[src/rtl/imem_loader.sv]
// rtl/imem_loader.sv - framed byte-stream loader that writes 32-bit words into instruction memory
// Optional feature macro: IMEM_LOADER_CHECKSUM_EN (adds trailing XOR checksum byte and CSUM state)
module imem_loader #(
    parameter int ADDR_W = 12
) (
    input  logic              clk,
    input  logic              rst,
    input  logic              start,
    input  logic              byte_valid,
    input  logic [7:0]        byte_data,
    output logic              byte_ready,
    output logic              mem_we,
    output logic [ADDR_W-1:0] mem_addr,
    output logic [31:0]       mem_wdata,
    output logic              cpu_hold,
    output logic              busy,
    output logic              done,
    output logic              error
);

    typedef enum logic [2:0] {
        S_IDLE   = 3'd0,
        S_LEN_LO = 3'd1,
        S_LEN_HI = 3'd2,
        S_DATA   = 3'd3,
        S_CSUM   = 3'd4,
        S_DONE   = 3'd5,
        S_ERR    = 3'd6
    } state_t;

    // Largest accepted word count; 17 bits so a full 16-bit depth still fits.
    localparam logic [16:0] DEPTH = 17'd1 << ADDR_W;

    state_t             state_q, state_d;
    logic [7:0]         len_lo_q, len_lo_d;
    logic [16:0]        words_left_q, words_left_d;
    logic [1:0]         byte_idx_q, byte_idx_d;
    logic [23:0]        word_q, word_d;
    logic [ADDR_W-1:0]  addr_q, addr_d;
    logic               we_q, we_d;
    logic [ADDR_W-1:0]  waddr_q, waddr_d;
    logic [31:0]        wdata_q, wdata_d;
`ifdef IMEM_LOADER_CHECKSUM_EN
    logic [7:0]         csum_q, csum_d;
`endif

    logic               loading;
    logic               xfer;
    logic [15:0]        len_n;

    // Status and handshake outputs are pure functions of the current state.
    always_comb begin
        loading    = (state_q == S_LEN_LO) || (state_q == S_LEN_HI) ||
                     (state_q == S_DATA)   || (state_q == S_CSUM);
        byte_ready = loading;
        busy       = loading;
        cpu_hold   = loading;
        done       = (state_q == S_DONE);
        error      = (state_q == S_ERR);
        mem_we     = we_q;
        mem_addr   = waddr_q;
        mem_wdata  = wdata_q;
        xfer       = byte_valid && loading;
        len_n      = {byte_data, len_lo_q};
    end

    // Next-state and datapath updates; everything holds unless a transfer or start moves it.
    always_comb begin
        state_d      = state_q;
        len_lo_d     = len_lo_q;
        words_left_d = words_left_q;
        byte_idx_d   = byte_idx_q;
        word_d       = word_q;
        addr_d       = addr_q;
        we_d         = 1'b0;
        waddr_d      = waddr_q;
        wdata_d      = wdata_q;
`ifdef IMEM_LOADER_CHECKSUM_EN
        csum_d       = csum_q;
`endif
        case (state_q)
            S_IDLE, S_DONE, S_ERR: begin
                if (start) begin
                    state_d    = S_LEN_LO;
                    addr_d     = '0;
                    byte_idx_d = 2'd0;
`ifdef IMEM_LOADER_CHECKSUM_EN
                    csum_d     = 8'd0;
`endif
                end
            end
            S_LEN_LO: begin
                if (xfer) begin
                    len_lo_d = byte_data;
                    state_d  = S_LEN_HI;
                end
            end
            S_LEN_HI: begin
                if (xfer) begin
                    if ((len_n == 16'd0) || ({1'b0, len_n} > DEPTH)) begin
                        state_d = S_ERR;
                    end else begin
                        words_left_d = {1'b0, len_n};
                        state_d      = S_DATA;
                    end
                end
            end
            S_DATA: begin
                if (xfer) begin
                    byte_idx_d = byte_idx_q + 2'd1;
`ifdef IMEM_LOADER_CHECKSUM_EN
                    csum_d     = csum_q ^ byte_data;
`endif
                    case (byte_idx_q)
                        2'd0: word_d[7:0]   = byte_data;
                        2'd1: word_d[15:8]  = byte_data;
                        2'd2: word_d[23:16] = byte_data;
                        default: begin
                            // Fourth byte completes the word: issue the write next cycle.
                            we_d         = 1'b1;
                            waddr_d      = addr_q;
                            wdata_d      = {byte_data, word_q};
                            addr_d       = addr_q + 1'b1;
                            words_left_d = words_left_q - 17'd1;
                            if (words_left_q == 17'd1) begin
`ifdef IMEM_LOADER_CHECKSUM_EN
                                state_d = S_CSUM;
`else
                                state_d = S_DONE;
`endif
                            end
                        end
                    endcase
                end
            end
            S_CSUM: begin
`ifdef IMEM_LOADER_CHECKSUM_EN
                if (xfer) begin
                    state_d = (byte_data == csum_q) ? S_DONE : S_ERR;
                end
`else
                state_d = S_IDLE;
`endif
            end
            default: state_d = S_IDLE;
        endcase
    end

    // State and datapath registers; reset aborts any load without a write.
    always_ff @(posedge clk or posedge rst) begin
        if (rst) begin
            state_q      <= S_IDLE;
            len_lo_q     <= 8'd0;
            words_left_q <= 17'd0;
            byte_idx_q   <= 2'd0;
            word_q       <= 24'd0;
            addr_q       <= '0;
            we_q         <= 1'b0;
            waddr_q      <= '0;
            wdata_q      <= 32'd0;
`ifdef IMEM_LOADER_CHECKSUM_EN
            csum_q       <= 8'd0;
`endif
        end else begin
            state_q      <= state_d;
            len_lo_q     <= len_lo_d;
            words_left_q <= words_left_d;
            byte_idx_q   <= byte_idx_d;
            word_q       <= word_d;
            addr_q       <= addr_d;
            we_q         <= we_d;
            waddr_q      <= waddr_d;
            wdata_q      <= wdata_d;
`ifdef IMEM_LOADER_CHECKSUM_EN
            csum_q       <= csum_d;
`endif
        end
    end

endmodule

[config.mk]
export PLATFORM = sky130hd
export DESIGN_NAME = imem_loader
export DESIGN_NICKNAME = d
export VERILOG_FILES = /design/src/rtl/imem_loader.sv
export SDC_FILE = /design/constraint.sdc
export NUM_CORES = 1
export LEC_CHECK = 0
export ABC_CLOCK_PERIOD_IN_PS = 4500
export BUFFER_PORTS_ARGS = -buffer_cell sky130_fd_sc_hd__buf_2
export CAP_MARGIN = 20
export CORE_MARGIN = 4
export CORE_UTILIZATION = 35
export CTS_BUF_LIST = sky130_fd_sc_hd__clkbuf_4
export CTS_CLUSTER_SIZE = 30
export DETAILED_ROUTE_END_ITERATION = 10
export PLACE_DENSITY = 0.53
export SLEW_MARGIN = 5
export SYNTH_ARGS = -nofsm -noshare
export SYNTH_HDL_FRONTEND = slang
export SYNTH_SLANG_ARGS = --single-unit
[constraint.sdc]
create_clock -name clk -period 4.5 [get_ports clk]
set_input_delay 0.45 -clock clk [delete_from_list [all_inputs] [get_ports clk]]
set_output_delay 0.45 -clock clk [all_outputs]
set_load 0.03 [all_outputs]
# Yosys cells after proc, flatten, opt, wreduce, memory -nomap -nowiden
# Index checks and enable logic that the tools add are counted.
# totals
in_bits	12
elab_cells	76
output_inout_bits	50
reg_bits	111
# classes
eq_ne	16
mux	23
n_addsub	3
bitwise_logic	1
order_cmp	1
n_reduce_logical	21
# ops
operator	count
two-way mux 17 bit	4
two-way mux 12 bit	3
case mux 17 bit (2 select lines)	1
case mux 12 bit (2 select lines)	1
two-way mux 3 bit	7
== test 17 x 1 -> 1 bit (second input constant)	1
subtractor 17 x 1 -> 17 bit (second input constant)	1
greater-than comparator 16 x 13 -> 1 bit (second input constant)	1
zero test 16 bit	1
AND reduction 3 bit	5
adder 12 x 1 -> 12 bit (second input constant)	1
inequality test 2 bit (second input constant)	6
case mux 3 bit (4 select lines)	1
== test 3 bit (second input constant)	3
== test 3 x 2 -> 1 bit (second input constant)	2
AND reduction 6 bit	1
OR reduction 3 bit	2
AND reduction 5 bit	1
logical OR 1 bit	4
two-way mux 2 bit	2
case mux 2 bit (2 select lines)	1
AND reduction 4 bit	1
nonzero test 2 bit	2
== test 3 x 1 -> 1 bit (second input constant)	1
other kinds (10)	12

# Depth between registers and ports, before layout
# depth
depth_word	7
depth_mapped	9
mapped_depth_nobuf	7

# Least setup slack after synthesis
# Ideal clock, no wire load.
# synth_path
kind	reg-to-reg
startpoint	reg words_left_q[0]
endpoint	reg words_left_q[16]
setup_slack_ns	2.531
t_required_ns	4.363
setup_ns	0.137
period_less_slack_ns	1.969
arrival_ns	1.832
n_path_buf	0
path_stages_with_launch	8
cell_sequence	dfrtp_1 > inv_1 > ha_1 > or3b_2 > nor3_2 > a21oi_1 > o31ai_1 > o41ai_2
# synth_via
elab_chain_cells	4
# synth_lines
element	line_no	source
from (decl)	36	logic [16:0] words_left_q, words_left_d;
from (signal assigned)	167	words_left_q <= words_left_d;
subtractor 17 x 1 -> 17 bit	124	words_left_d = words_left_q - 17'd1;
two-way mux 17 bit	114	case (byte_idx_q)
two-way mux 17 bit	109	if (xfer) begin
case mux 17 bit (2 select lines)	81	case (state_q)
# Every way passes these cells. The select of a mux whose other input is x is not followed.
# A chain may end at the register's enable or synchronous reset.

# Worst setup path after layout
# layout_path
startpoint	reg state_q[2]
endpoint	reg addr_q[5]
# layout_via
elab_chain_cells	7
word_cells_on_any_way	18
cone_classes	9 x eq/ne; 1 x mux; 8 x reduce/logical
# layout_lines
element	line_no	source
from (decl)	34	state_t state_q, state_d;
from (signal assigned)	165	state_q <= state_d;
== test 3 x 1 -> 1 bit or == test 3 x 2 -> 1 bit (tied branches)	53	loading = (state_q == S_LEN_LO) || (state_q == S_LEN_HI) ||
logical OR 1 bit (2 in a row)	53	
logical OR 1 bit	54	(state_q == S_DATA) || (state_q == S_CSUM);
logical AND 1 bit	63	xfer = byte_valid && loading;
inequality test 2 bit (no source line)	-	
AND reduction 4 bit (no source line)	-	
to (signal assigned)	170	addr_q <= addr_d;
to (decl)	39	logic [ADDR_W-1:0] addr_q, addr_d;
# Parallel ways exist; a longest one is shown, timed or not.

==> impl_metrics.ini <==
[worst_setup_path]
rrSetupSlack_ns = 1.98
cp_slowest_stage_delay_ns = 0.52
startpoint_type = flip-flop
critPathSlowestCell = dfrtp_1
crit_cells = 8
cp.required_ns = 4.91
cp_top_family = simple AND/OR/NAND/NOR gates
crit_type = flip-flop to flip-flop
worstSetupEndpoint = addr_q[5]
r2r-start = state_q[2]
ff2ff_path_depth = 8
r2r-end = addr_q[5]
cp.arrival_ns = 2.92
path_cells = inv_1, and4_1, nand2_1, inv_1, buf_4, nand2_1, or3_1, a21oi_1
cp-end-kind = flip-flop
worst-path-buf-inv = 3
crit_start = state_q[2]
cp_max_fo = 49

[clocking]
clk_latency_ns = 0.49
cts_buffers = 9
cts_buffer_depth = 2
clkSinkCount = 111
cts-root-buf = clkbuf_4
post_cts_resized = 0
clkTransAtPathRegs_ns = 0.17
postCtsHoldBufs = 0
htree_num_levels = 3
cts_setup_buffers = 0
tritoncts = yes

[sta]
finalSetupTns_ns = 0
hold_slack_ns = 0.1255
finalSetupViolCount = 0
fmax_mhz = 397.4
worst_slack_ns = 1.984
worst_slew_pin_slew_ns = 0.9249
rsz0062_at_grt = false
slew_headroom_pct = 38.34
hold_violations = 0
min_period_ns = 2.516
clock_skew_ns = 0.01930
fin_crit_sh_pct = 55.92
slew_violations = 0

[die]
initial_utilization_pct = 35.53
pin_count = 62
die_w_um = 129.2
die_area_um2 = 16700
fp.coreArea_um2 = 14480
die_h_um = 129.2
rows = 44

[cells_and_area]
utilization_pct = 39.64
fin_nets = 593
areaGrowthSynthToFinish_pct = 11.55
antenna_cells = 0
drive_above_1_share_pct = 22.63
stdcell_count = 763
fin_area_um2 = 5739
final.fill_count = 1493

[logic_synthesis]
yosysSeqAreaShare_pct = 53.99
synth_common_cells = 155 x nand2_1, 111 x dfrtp_1, 33 x mux2_2
synth_edf_count = 0
ys_async_sr_fraction_pct = 100.0
yosys_warnings = 0
synth_cell_types = 62
synthFlopType = dfrtp_1
avgSynthCellArea_um2 = 9.856
synth_compound_area_share_pct = 11.38
muxShareOfSynthArea_pct = 7.223
synth-simple-area-share_pct = 21.57
syn_nets = 541
synth-xor-area-share_pct = 1.021
yosys_register_bits = 111
yosysMostFrequentCell = nand2_1
synth.area.top_cells = dfrtp_1 54%, nand2_1 11%, mux2_2 7.2%
post_synth_instance_area_um2 = 5145
syn_inst = 522
synth_top_area_cell = dfrtp_1
synthAdderAreaFrac_pct = 1.702
yosysTopAreaCellShare_pct = 53.99
synth_top_family_by_area = simple AND/OR/NAND/NOR gates

[detailed_routing]
drt_iter0_drc = 389
drc = 0
viasPerCell = 5.064
wl_per_cell_um = 16.27
dr.pass1.iters = 4
routed_wl_mm = 12.41
drtAntennaViolNets = 0
vias = 3864

[placement]
hpwl_mm = 8.574
place_worst_setup_slack_ns = 2.001
io_buffer_count = 61
place_congestion = 0.8595
placed_cell_area_um2 = 5602
dpl.cell_count = 747

[power_and_ir_drop]
power.switching_mw = 1.425
irDropWorstVdd_uv = 180.8
sequentialPowerShare_pct = 46.8
swShare_pct = 42.08
leakage_nw = 2.882
p_int_mw = 1.961
power_mw = 3.386
p_comb_share_pct = 38.1
clock_power_share_pct = 15.1
power_density_nw_per_um2 = 589.9

[global_routing]
grt_pass1_wl_mm = 20.46
grt_pass1_vias = 3858
antenna_found_initial = 0
grt_overflow = 0
track_usage_pct = 15.60
grt_max_degree = 77

[hold_path]
hold_class = primary input to asynchronous set/reset pin

[job]
maxCapViolations = 0

[status]
outcome = completed
-- cells in the final DEF, fill, tap and decap left out, types with 7 or more instances in the layout --
cell type and count:
ha_1 7, o21ai_0 28, mux2_2 33, dfrtp_1 111, nand3_1 10, a21oi_1 26
buf_2 61, nor3_1 7, inv_1 12, nor2_1 22, clkbuf_4 9, nand2_1 155
-- metal layers --
metal	global-route usage [%]	wire length [um]	up-vias
met3	3.380	428	15
met2	24.54	5866	56
met4	6.424	250	0
met5	0	0	-
met1	20.95	5865	1906
li1	-	-	1887
-- worst register-to-register path: cells and delay by family (launching register included) --
family | cells | cell delay (ns)
compound gates | 1 | 0.16
buf+inv | 3 | 0.72
flops | 1 | 0.52
simple gates | 4 | 1.06
-- worst min-delay path by stage --
stage | from | end | slack (ns) | cells past startpoint
floorplan | word_q[0] | mem_wdata[0] | 0.43 | 2
global placement | word_q[6] | mem_wdata[6] | 0.45 | 2
detailed placement | word_q[7] | mem_wdata[7] | 0.45 | 2
CTS | rst | mem_wdata[0] | 0.14 | 2
global route | rst | mem_wdata[0] | 0.18 | 2
finish | rst | mem_wdata[0] | 0.13 | 2
-- area by class of cell --
class / count / area, um2 / area share, %
inverter: 13 / 51.30 / 0.8938
timing repair buffer: 65 / 335.3 / 5.843
tap: 184 / 230.2 / 4.011
sequential: 111 / 2778 / 48.40
clock inverter: 7 / 70.07 / 1.221
clock buffer: 9 / 67.56 / 1.177
multi-input combinational: 374 / 2207 / 38.46
-- registers in the layout, summed over array words and instances (netlist names) --
register,cells
addr_q,12
words_left_q,17
mem_addr,12
state_q,3
mem_wdata,32
mem_we,1
word_q,24
len_lo_q,8
byte_idx_q,2
-- power groups by stage --
stage / Clock (mW) / Sequential [mW] / Combinational [mW]
floorplan: 0 / 1.69 / 0.854
global placement: 0 / 1.59 / 1.29
detailed placement: 0 / 1.60 / 1.30
CTS: 0.537 / 1.58 / 1.30
global route: 0.567 / 1.63 / 1.43
finish: 0.511 / 1.58 / 1.29
-- kinds of logic after synthesis --
logic type                 after synthesis
and+or+nand+nor                        237
DFF                                    111
AOI/OAI and AO/OA                       91
buffers and inverters                   37
muxes                                   33
adders and majority gates                7
xor gates and xnor gates                 6
(Power assumes the default switching activity.)
